--- config.mk ---
export PLATFORM = sky130hd
export DESIGN_NAME = traffic_phase_scheduler
export DESIGN_NICKNAME = d
export VERILOG_FILES = /design/src/rtl/traffic_pkg.sv /design/src/rtl/tlc_rr_arbiter.sv /design/src/rtl/traffic_phase_scheduler.sv
export SDC_FILE = /design/constraint.sdc
export NUM_CORES = 1
export LEC_CHECK = 0
export CAP_MARGIN = 10
export CELL_PAD_IN_SITES_DETAIL_PLACEMENT = 0
export CELL_PAD_IN_SITES_GLOBAL_PLACEMENT = 1
export CORE_MARGIN = 4
export CORE_UTILIZATION = 38
export CTS_CLUSTER_DIAMETER = 40
export DETAILED_ROUTE_END_ITERATION = 8
export PLACE_DENSITY_LB_ADDON = 0.25
export SKIP_CTS_REPAIR_TIMING = 1
export SLEW_MARGIN = 30
export SYNTH_ARGS = -nofsm -noshare
export SYNTH_HDL_FRONTEND = slang
export SYNTH_SLANG_ARGS = --single-unit
export TNS_END_PERCENT = 100
--- constraint.sdc ---
create_clock -name clk -period 3.58 [get_ports clk]
set_input_delay 0.358 -clock clk [delete_from_list [all_inputs] [get_ports clk]]
set_output_delay 0.358 -clock clk [all_outputs]
set_load 0.02 [all_outputs]
--- src/rtl/traffic_pkg.sv ---
// Shared definitions for the demand-driven junction phase scheduler:
// lamp encodings, phase codes and request slot indices.
package traffic_pkg;

    // Lamp group encoding, one-hot {red, amber, green}.
    localparam logic [2:0] RED = 3'b100;
    localparam logic [2:0] AMB = 3'b010;
    localparam logic [2:0] GRN = 3'b001;

    // Phase codes; the encoding is visible on the phase output.
    typedef enum logic [2:0] {
        PH_MAIN   = 3'd0,
        PH_MAIN_Y = 3'd1,
        PH_ALLRED = 3'd2,
        PH_TURN   = 3'd3,
        PH_TURN_Y = 3'd4,
        PH_SIDE   = 3'd5,
        PH_SIDE_Y = 3'd6,
        PH_PED    = 3'd7
    } phase_e;

    // Request slot order, also the round-robin search order.
    localparam int REQ_MT  = 0;
    localparam int REQ_S   = 1;
    localparam int REQ_PED = 2;

    // Green phase that serves a one-hot grant; an empty grant maps to MAIN.
    function automatic phase_e green_of(input logic [2:0] gnt);
        if (gnt[REQ_MT])       return PH_TURN;
        else if (gnt[REQ_S])   return PH_SIDE;
        else if (gnt[REQ_PED]) return PH_PED;
        else                   return PH_MAIN;
    endfunction

endpackage

--- src/rtl/tlc_rr_arbiter.sv ---
// Three-way round-robin arbiter over the pending minor-phase requests.
// Search order MT -> S -> PED, starting one slot after the last grant.
//
// Handshake: valid_o is high whenever any pend_i bit is set and gnt_o then
// holds the one-hot winner. The pointer moves only on a cycle where grant_i
// and valid_o are both high; grant_i with valid_o low is ignored.
module tlc_rr_arbiter
    import traffic_pkg::*;
(
    input  logic       clk,
    input  logic       rst,
    input  logic [2:0] pend_i,
    input  logic       grant_i,
    output logic [2:0] gnt_o,
    output logic       valid_o
);

    logic [1:0] ptr_q, ptr_d;

    // Pick the first pending slot at or after the pointer, wrapping around.
    always_comb begin
        gnt_o = 3'b000;
        case (ptr_q)
            2'd1: begin
                if (pend_i[REQ_S])        gnt_o[REQ_S]   = 1'b1;
                else if (pend_i[REQ_PED]) gnt_o[REQ_PED] = 1'b1;
                else if (pend_i[REQ_MT])  gnt_o[REQ_MT]  = 1'b1;
            end
            2'd2: begin
                if (pend_i[REQ_PED])      gnt_o[REQ_PED] = 1'b1;
                else if (pend_i[REQ_MT])  gnt_o[REQ_MT]  = 1'b1;
                else if (pend_i[REQ_S])   gnt_o[REQ_S]   = 1'b1;
            end
            default: begin
                if (pend_i[REQ_MT])       gnt_o[REQ_MT]  = 1'b1;
                else if (pend_i[REQ_S])   gnt_o[REQ_S]   = 1'b1;
                else if (pend_i[REQ_PED]) gnt_o[REQ_PED] = 1'b1;
            end
        endcase
    end

    assign valid_o = |pend_i;

    // Next search start is the slot after the one just granted.
    always_comb begin
        ptr_d = ptr_q;
        if (grant_i && valid_o) begin
            if (gnt_o[REQ_MT])     ptr_d = 2'd1;
            else if (gnt_o[REQ_S]) ptr_d = 2'd2;
            else                   ptr_d = 2'd0;
        end
    end

    // Pointer register; reset starts the search at MT.
    always_ff @(posedge clk) begin
        if (rst) ptr_q <= 2'd0;
        else     ptr_q <= ptr_d;
    end

endmodule

--- src/rtl/traffic_phase_scheduler.sv ---
// Demand-driven junction phase scheduler. Main road rests green; turn, side
// and pedestrian phases are served on request through a round-robin arbiter,
// always returning to main green in between. Emergency preemption forces a
// return to main green without truncating amber or all-red clearance.
module traffic_phase_scheduler
    import traffic_pkg::*;
#(
    parameter int MAIN_MIN = 20,
    parameter int YEL      = 3,
    parameter int ALLRED   = 2,
    parameter int TURN_T   = 8,
    parameter int SIDE_T   = 10,
    parameter int PED_T    = 6,
    parameter int TW       = 8
) (
    input  logic          clk,
    input  logic          rst,
    input  logic          req_MT,
    input  logic          req_S,
    input  logic          req_ped,
    input  logic          emg,
    output logic [2:0]    light_M1,
    output logic [2:0]    light_M2,
    output logic [2:0]    light_MT,
    output logic [2:0]    light_S,
    output logic          walk,
    output logic          emg_ack,
    output logic [2:0]    phase,
    output logic [TW-1:0] count
);

    localparam logic [TW-1:0] LD_MAIN = TW'(MAIN_MIN - 1);
    localparam logic [TW-1:0] LD_YEL  = TW'(YEL - 1);
    localparam logic [TW-1:0] LD_AR   = TW'(ALLRED - 1);
    localparam logic [TW-1:0] LD_TURN = TW'(TURN_T - 1);
    localparam logic [TW-1:0] LD_SIDE = TW'(SIDE_T - 1);
    localparam logic [TW-1:0] LD_PED  = TW'(PED_T - 1);

    phase_e        state_q, state_d;
    logic [TW-1:0] cnt_q, cnt_d;
    logic [2:0]    pend_q, pend_d;
    logic [2:0]    gnt_q, gnt_d;
    logic          from_main_q, from_main_d;
    logic          emg_ack_q;

    logic [2:0]    req_vec;
    logic [2:0]    green_mask;
    logic [2:0]    enter_mask;
    logic [2:0]    arb_gnt;
    logic          arb_valid;
    logic          arb_take;
    logic          cnt_zero;

    // Timer load value for the first cycle of each phase.
    function automatic logic [TW-1:0] load_of(input phase_e p);
        case (p)
            PH_MAIN:                        return LD_MAIN;
            PH_MAIN_Y, PH_TURN_Y, PH_SIDE_Y: return LD_YEL;
            PH_ALLRED:                      return LD_AR;
            PH_TURN:                        return LD_TURN;
            PH_SIDE:                        return LD_SIDE;
            PH_PED:                         return LD_PED;
            default:                        return LD_MAIN;
        endcase
    endfunction

    assign req_vec  = {req_ped, req_S, req_MT};
    assign cnt_zero = (cnt_q == '0);

    tlc_rr_arbiter u_arb (
        .clk     (clk),
        .rst     (rst),
        .pend_i  (pend_q),
        .grant_i (arb_take),
        .gnt_o   (arb_gnt),
        .valid_o (arb_valid)
    );

    // Next-phase selection; the grant is latched when main green is left.
    always_comb begin
        state_d     = state_q;
        gnt_d       = gnt_q;
        from_main_d = from_main_q;
        arb_take    = 1'b0;
        case (state_q)
            PH_MAIN: begin
                if (cnt_zero && !emg && arb_valid) begin
                    state_d  = PH_MAIN_Y;
                    arb_take = 1'b1;
                    gnt_d    = arb_gnt;
                end
            end
            PH_MAIN_Y: begin
                if (cnt_zero) begin
                    state_d     = PH_ALLRED;
                    from_main_d = 1'b1;
                end
            end
            PH_ALLRED: begin
                if (cnt_zero) begin
                    if (from_main_q && !emg) state_d = green_of(gnt_q);
                    else                     state_d = PH_MAIN;
                end
            end
            PH_TURN:   if (cnt_zero || emg) state_d = PH_TURN_Y;
            PH_SIDE:   if (cnt_zero || emg) state_d = PH_SIDE_Y;
            PH_TURN_Y, PH_SIDE_Y: begin
                if (cnt_zero) begin
                    state_d     = PH_ALLRED;
                    from_main_d = 1'b0;
                end
            end
            PH_PED: begin
                // No amber for pedestrians: emergency goes straight to clearance.
                if (cnt_zero || emg) begin
                    state_d     = PH_ALLRED;
                    from_main_d = 1'b0;
                end
            end
            default: state_d = PH_MAIN;
        endcase
    end

    // Timer reloads on every phase change, otherwise counts down and holds at 0.
    always_comb begin
        if (state_d != state_q) cnt_d = load_of(state_d);
        else if (!cnt_zero)     cnt_d = cnt_q - TW'(1);
        else                    cnt_d = cnt_q;
    end

    // Sticky pending bits: set by requests unless that phase is already green,
    // cleared (winning over a same-edge request) on entry to their green.
    always_comb begin
        green_mask          = 3'b000;
        green_mask[REQ_MT]  = (state_q == PH_TURN);
        green_mask[REQ_S]   = (state_q == PH_SIDE);
        green_mask[REQ_PED] = (state_q == PH_PED);
        enter_mask          = 3'b000;
        enter_mask[REQ_MT]  = (state_d == PH_TURN) && (state_q != PH_TURN);
        enter_mask[REQ_S]   = (state_d == PH_SIDE) && (state_q != PH_SIDE);
        enter_mask[REQ_PED] = (state_d == PH_PED)  && (state_q != PH_PED);
        pend_d              = (pend_q | (req_vec & ~green_mask)) & ~enter_mask;
    end

    // State, timer, pending, grant and acknowledge registers.
    always_ff @(posedge clk) begin
        if (rst) begin
            state_q     <= PH_MAIN;
            cnt_q       <= LD_MAIN;
            pend_q      <= 3'b000;
            gnt_q       <= 3'b000;
            from_main_q <= 1'b0;
            emg_ack_q   <= 1'b0;
        end else begin
            state_q     <= state_d;
            cnt_q       <= cnt_d;
            pend_q      <= pend_d;
            gnt_q       <= gnt_d;
            from_main_q <= from_main_d;
            emg_ack_q   <= (state_d == PH_MAIN) && emg;
        end
    end

    // Moore lamp decode of the current phase.
    always_comb begin
        light_M1 = RED;
        light_M2 = RED;
        light_MT = RED;
        light_S  = RED;
        walk     = 1'b0;
        case (state_q)
            PH_MAIN:   begin light_M1 = GRN; light_M2 = GRN; end
            PH_MAIN_Y: begin light_M1 = AMB; light_M2 = AMB; end
            PH_TURN:   light_MT = GRN;
            PH_TURN_Y: light_MT = AMB;
            PH_SIDE:   light_S  = GRN;
            PH_SIDE_Y: light_S  = AMB;
            PH_PED:    walk     = 1'b1;
            default:   ;
        endcase
    end

    assign emg_ack = emg_ack_q;
    assign phase   = state_q;
    assign count   = cnt_q;

endmodule

==> results of run 1 <==
==> cell usage after synthesis, drive strengths merged (4+ instances only) <==
cell    instances
xnor2           4
inv            15
a21oi          19
or3             5
dfxtp          21
nor2           22
nand2          18
o21ai           9
nand3           8
nor3            7
clkbuf          4
buf             4
nand2b          4
==> layout make-up <==
| cell class | count | area [um2] |
|---|---|---|
| Fill cell | 331 | 1702 |
| Multi-Input combinational cell | 136 | 825.8 |
| Sequential cell | 21 | 420.4 |
| Timing Repair Buffer | 30 | 300.3 |
| Tap cell | 46 | 57.56 |
| Inverter | 15 | 56.30 |
| Clock buffer | 3 | 22.52 |
| Clock inverter | 1 | 5.005 |
==> metrics by stage <==
stage / instance area [um2] / hold slack (ns) / total power, mW / utilization (%)
final: 1688 / 0.4911 / 0.4348 / 49.80
after global placement: 1660 / 0.4702 / 0.3225 / 48.98
after floorplan: 1345 / 0.4530 / 0.2952 / -
after global routing: 1688 / 0.5158 / 0.4588 / 49.80
after detailed placement: 1660 / 0.4727 / 0.3221 / 48.98
after CTS: 1688 / 0.4904 / 0.4392 / 49.80
==> metal layers <==
metal / vias up / wire length [um]
li1: 686 / -
met1: 658 / 1721
met3: 8 / 157
met2: 42 / 1590
met5: - / 0
met4: 0 / 61
==> worst max-delay path, stage by stage, from the launching register on <==
cell and delay, ns:
dfxtp_1 0.39, inv_1 0.08, ha_1 0.30, or4b_1 0.57, nor2_4 0.25, a32o_1 0.23
a21oi_1 0.12, or4_4 0.55, nor3b_1 0.15
==> cells by family after synthesis <==
| logic type | count (synthesis) |
|---|---|
| AOI/OAI and AO/OA | 45 |
| xor gates and xnor gates | 4 |
| adders and majority gates | 3 |
| buffers and inverters | 23 |
| DFF | 21 |
| and+or+nand+nor | 84 |
==> worst max-delay path by stage <==
stage             start        end  depth (start not counted)
4_1_cts        count[0]  pend_q[1]                          8
3_3_place_gp   count[0]   count[3]                          8
2_1_floorplan  count[0]  pend_q[1]                          8
5_1_grt        count[0]  pend_q[1]                          8
6_report       count[0]  pend_q[1]                          8
3_5_place_dp   count[0]  pend_q[1]                          8
==> placed cells by master, fill, tap and decap left out, types with 2 or more instances in the layout <==
master,count
a21oi_1,19
a221o_1,3
a22oi_1,3
and3_1,2
clkbuf_4,3
clkdlybuf4s50_1,30
dfxtp_1,21
ha_1,3
inv_1,15
nand2_1,17
nand2b_1,4
nand3_1,8
nand4_1,2
nor2_1,21
nor3_1,6
nor3b_1,3
nor4_1,3
o21a_1,2
o21ai_0,9
or2_2,3
or3_1,5
or4_4,2
xnor2_1,4
==> where the power goes <==
part           switching, mW  internal, mW  total (mW)
registers             0.0111         0.242       0.253
clock network         0.0762        0.0418       0.118
logic                 0.0328        0.0312      0.0641
total                  0.120         0.315       0.435
==> state kept, by name, summed over array words and instances (netlist names) <==
register     flops
phase            3
pend_q           3
emg_ack          1
count            8
gnt_q            3
from_main_q      1
u_arb.ptr_q      2
==> impl_metrics.py, run 1 <==
metrics = {
    "power": {
        "ir_drop_mv": 0.1942,
        "leakagePower_nw": 0.6049,
        "power_density_mw_per_mm2": 257.6,
    },
    "worst_hold_path": {
        "hold-path-endpoint": "u_arb.ptr_q[0]",
        "min_path_type": "reg -> reg",
        "hold_start": "u_arb.ptr_q[0]",
        "hold_depth": 2,
    },
    "grt": {
        "use_met3_pct": 3.161,
        "globalRouteOverflowTotal": 0,
        "antenna_found_initial": 0,
        "busiest_layer": "met2",
        "track_usage_pct": 16.70,
        "grt_util_met1_pct": 23.06,
        "grt_max_degree": 20,
        "grt_pass1_vias": 1286,
        "grt_first_pass_wirelength_um": 5871,
        "use_met2_pct": 25.64,
    },
    "floorplanning": {
        "die_w_um": 67.50,
        "die_h_um": 67.50,
        "start_util_pct": 39.68,
        "dieArea_mm2": 0.004556,
        "coreArea_mm2": 0.003390,
        "rows": 21,
        "io_pins": 31,
    },
    "clock_network": {
        "clkTransAtPathRegs_ns": 0.12,
        "cts-root-buf": "clkbuf_4",
        "clkLatencyLatePin_ns": 0.31,
        "clockBufferDepth": 2,
        "clock_sinks": 21,
        "cts_tree": "yes",
        "cts_buffers": 3,
        "htreeDepth": 1,
    },
    "route": {
        "wl_um": 3532,
        "vias": 1394,
        "via_per_inst": 5.532,
        "drtPass1Iterations": 4,
        "routedWlPerCell_um": 14.02,
        "post-route-drc-count": 0,
        "detail-route-antenna-nets": 0,
        "drtIter0Drc": 108,
    },
    "job": {
        "cap_violations": 0,
    },
    "sta": {
        "rsz0062_at_grt": "no",
        "tightestPinTransition_ns": 0.6669,
        "setup_viol": 0,
        "fin_crit_sh_pct": 77.62,
        "min_period_ns": 2.779,
        "hold_viol": 0,
        "fin_skew_ns": 0.004308,
        "final_max_slew_viol_count": 0,
        "max_slew_margin_pct": 55.40,
        "fmax_mhz": 359.9,
        "setup-tns-final_ns": 0,
        "worst_slack_ns": 0.8012,
    },
    "cells_and_area": {
        "drive_gt1_share_pct": 6.796,
        "finalNonFillerCells": 252,
        "area_growth_pct": 25.49,
        "diodes": 0,
        "final_nets": 216,
    },
    "synthesis": {
        "postSynthAreaPerCell_um2": 7.472,
        "synth_top_family_by_area": "simple AND/OR/NAND/NOR gates",
        "seq_area_frac_synth_pct": 31.26,
        "synth_compound_area_share_pct": 21.86,
        "synthMuxAreaShare_pct": 0,
        "synth_xor_area_share_pct": 2.605,
        "syn_inst": 180,
        "synth.top_cells.by_area": "dfxtp_1 (31%), a21oi_1 (7.1%), nor2_1 (5.9%), nand2_1 (4.7%), inv_1 (4.2%)",
        "synth_area_mm2": 0.001345,
        "synth_cell_types": 41,
        "synth_top_area_share_pct": 31.26,
        "synth-seq-cells": 21,
        "async_reset_ff_share_pct": 0,
        "yosys.area.top_type": "dfxtp_1",
        "synthAdderAreaFrac_pct": 2.791,
        "ys.flop_type": "dfxtp_1",
        "synth_warnings": 0,
        "synth_edf_count": 0,
        "synth-simple-area-share_pct": 34.14,
        "syn_nets": 189,
    },
    "setup_path": {
        "path_class": "reg -> reg",
        "path_max_fanout": 10,
        "reg2reg_from": "count[0]",
        "startpoint_type": "register",
        "cp.arrival_ns": 2.96,
        "reg2reg_slack_ns": 0.80,
        "worst_setup_path_end_kind": "register",
        "crit_required_ns": 3.76,
        "worstReg2RegEnd": "pend_q[1]",
        "reg2regPathDepth": 8,
    },
    "placed_design": {
        "dpl_worst_slack_ns": 0.8380,
        "post-dp-hpwl_um": 2637,
        "dp.cells": 248,
        "port_buffers": 30,
        "place_congestion": 0.8799,
    },
    "status": {
        "status": "finished clean",
    },
}
No activity file was read; power rests on OpenSTA's default activity.
==> run 2: changes to the inputs <==
- CORE_UTILIZATION: 38 -> 35
- clock period: 3.58 -> 2.58 ns (I/O delays scaled with it)
==> run 2 against run 1 <==
  * Combinational power is 53% higher
  * Highest routed layer unchanged
  * Maximum frequency up 12%
  * Cell count is 5.2% higher
  * Register-to-register slack got worse by 0.71 ns
  * Via count up 3.4%
  * Largest cell class unchanged
==> impl_metrics.py, run 2 (same netlist as run 1, synthesis figures left out) <==
metrics = {
    "sta": {
        "fin_crit_sh_pct": 96.46,
        "worst_slack_ns": 0.09138,
        "hold_viol": 0,
        "min_period_ns": 2.489,
        "hold-worst-slack_ns": 0.4825,
        "fmax_mhz": 401.8,
        "setup_viol": 0,
        "fin_skew_ns": 0.004106,
        "tightestPinTransition_ns": 0.7224,
        "rsz0062_at_grt": "yes",
        "final_max_slew_viol_count": 0,
        "max_slew_margin_pct": 51.69,
    },
    "status": {
        "status": "finished clean",
    },
    "route": {
        "wl_um": 3891,
        "post-route-drc-count": 0,
        "via_per_inst": 5.438,
        "drtIter0Drc": 112,
        "vias": 1441,
        "routedWlPerCell_um": 14.68,
        "drtPass1Iterations": 4,
        "detail-route-antenna-nets": 0,
    },
    "setup_path": {
        "reg2reg_slack_ns": 0.09,
        "crit_start": "count[1]",
        "startpoint_type": "register",
        "worstReg2RegEnd": "count[3]",
        "worst_setup_path_end_kind": "register",
        "reg2reg_from": "count[1]",
        "reg2regPathDepth": 8,
        "cp.arrival_ns": 2.66,
        "path_max_fanout": 6,
        "path_class": "reg -> reg",
        "crit_required_ns": 2.75,
    },
    "grt": {
        "antenna_found_initial": 0,
        "grt_first_pass_wirelength_um": 6727,
        "grt_pass1_vias": 1457,
        "globalRouteOverflowTotal": 0,
        "track_usage_pct": 16.63,
        "grt_max_degree": 20,
    },
    "clock_network": {
        "clock_sinks": 21,
        "htreeDepth": 1,
        "cts-root-buf": "clkbuf_8",
        "clkLatencyLatePin_ns": 0.27,
        "cts_buffers": 3,
        "cts_tree": "yes",
        "clockBufferDepth": 2,
        "clkTransAtPathRegs_ns": 0.08,
    },
    "placed_design": {
        "port_buffers": 30,
        "place_congestion": 0.8516,
        "post-dp-hpwl_um": 2920,
        "dp.cells": 260,
        "dpl_worst_slack_ns": 0.05541,
    },
    "floorplanning": {
        "coreArea_mm2": 0.003689,
        "dieArea_mm2": 0.004899,
        "io_pins": 31,
        "die_w_um": 69.99,
        "start_util_pct": 36.47,
        "rows": 22,
        "die_h_um": 69.99,
    },
    "power": {
        "p_int_mw": 0.4932,
        "swShare_pct": 27.22,
        "clkPwrFrac_pct": 34.0,
        "ir_drop_mv": 0.1784,
        "p_seq_share_pct": 51.6,
        "leakagePower_nw": 0.6628,
        "power_density_mw_per_mm2": 377.2,
        "comb_power_share_pct": 14.5,
        "switchingPower_mw": 0.1845,
    },
    "worst_hold_path": {
        "hold_depth": 2,
        "min_path_type": "reg -> reg",
        "hold-path-endpoint": "u_arb.ptr_q[0]",
        "hold_start": "u_arb.ptr_q[0]",
    },
    "cells_and_area": {
        "area_growth_pct": 33.58,
        "layout_commonest_cell": "clkdlybuf4s50_1",
        "finalNonFillerCells": 265,
        "final_cell_mix": "clkdlybuf4s50_1 (30), nor2_1 (21), dfxtp_1 (21)",
        "drive_gt1_share_pct": 11.98,
        "largest_reg_flops": 8,
        "final_nets": 227,
        "fill_cells": 379,
        "diodes": 0,
    },
    "job": {
        "cap_violations": 0,
    },
}
==> run 2: layout make-up <==
type / instances / area [um2] / area share (%)
Clock buffer: 4 / 45.04 / 2.507
Inverter: 15 / 56.30 / 3.134
Multi-Input combinational cell: 136 / 832.0 / 46.31
Sequential cell: 21 / 420.4 / 23.40
Tap cell: 48 / 60.06 / 3.343
Timing Repair Buffer: 41 / 382.9 / 21.31
==> run 2: how the worst max path moves through the flow <==
stage                end  depth (start not counted)
2_1_floorplan  pend_q[1]                          8
3_3_place_gp    count[3]                          9
3_5_place_dp    count[3]                          9
4_1_cts         count[3]                          9
5_1_grt         count[3]                          8
6_report        count[3]                          8
==> run 2: through the flow <==
stage	power, mW	utilization (%)	TNS, ns	area [um2]
floorplan	0.4097	-	0	1345
global placement	0.4519	47.12	0	1738
detailed placement	0.4529	47.12	0	1738
CTS	0.6858	48.34	0	1783
global route	0.7089	48.71	-0.0003584	1797
finish	0.6777	48.71	0	1797
==> run 2: layer usage <==
metal / routed length (um) / track usage (%)
met1: 1877 / 21.92
met2: 1771 / 26.34
met3: 161 / 2.446
met4: 81 / 8.085
met5: 0 / 0
==> run 2: power by group through the flow <==
stage,Combinational (mW),Clock (mW),Sequential (mW)
floorplan,0.0459,0,0.364
global placement,0.0961,0,0.356
detailed placement,0.0962,0,0.357
CTS,0.0970,0.240,0.349
global route,0.107,0.251,0.351
finish,0.0980,0.230,0.349
==> run 2: worst max-delay path: stages, from the launching register on <==
cell	delay, ns
dfxtp_1	0.36
inv_1	0.07
ha_2	0.21
nor4b_4	0.25
nand2_2	0.10
or4_4	0.52
o21a_4	0.16
or4_4	0.52
a21oi_1	0.20
==> run 3: changes to the inputs <==
- SLEW_MARGIN: 30 -> unset
==> results of run 3 <==
The final DEF is identical to that of run 2; final timing and power are the same.
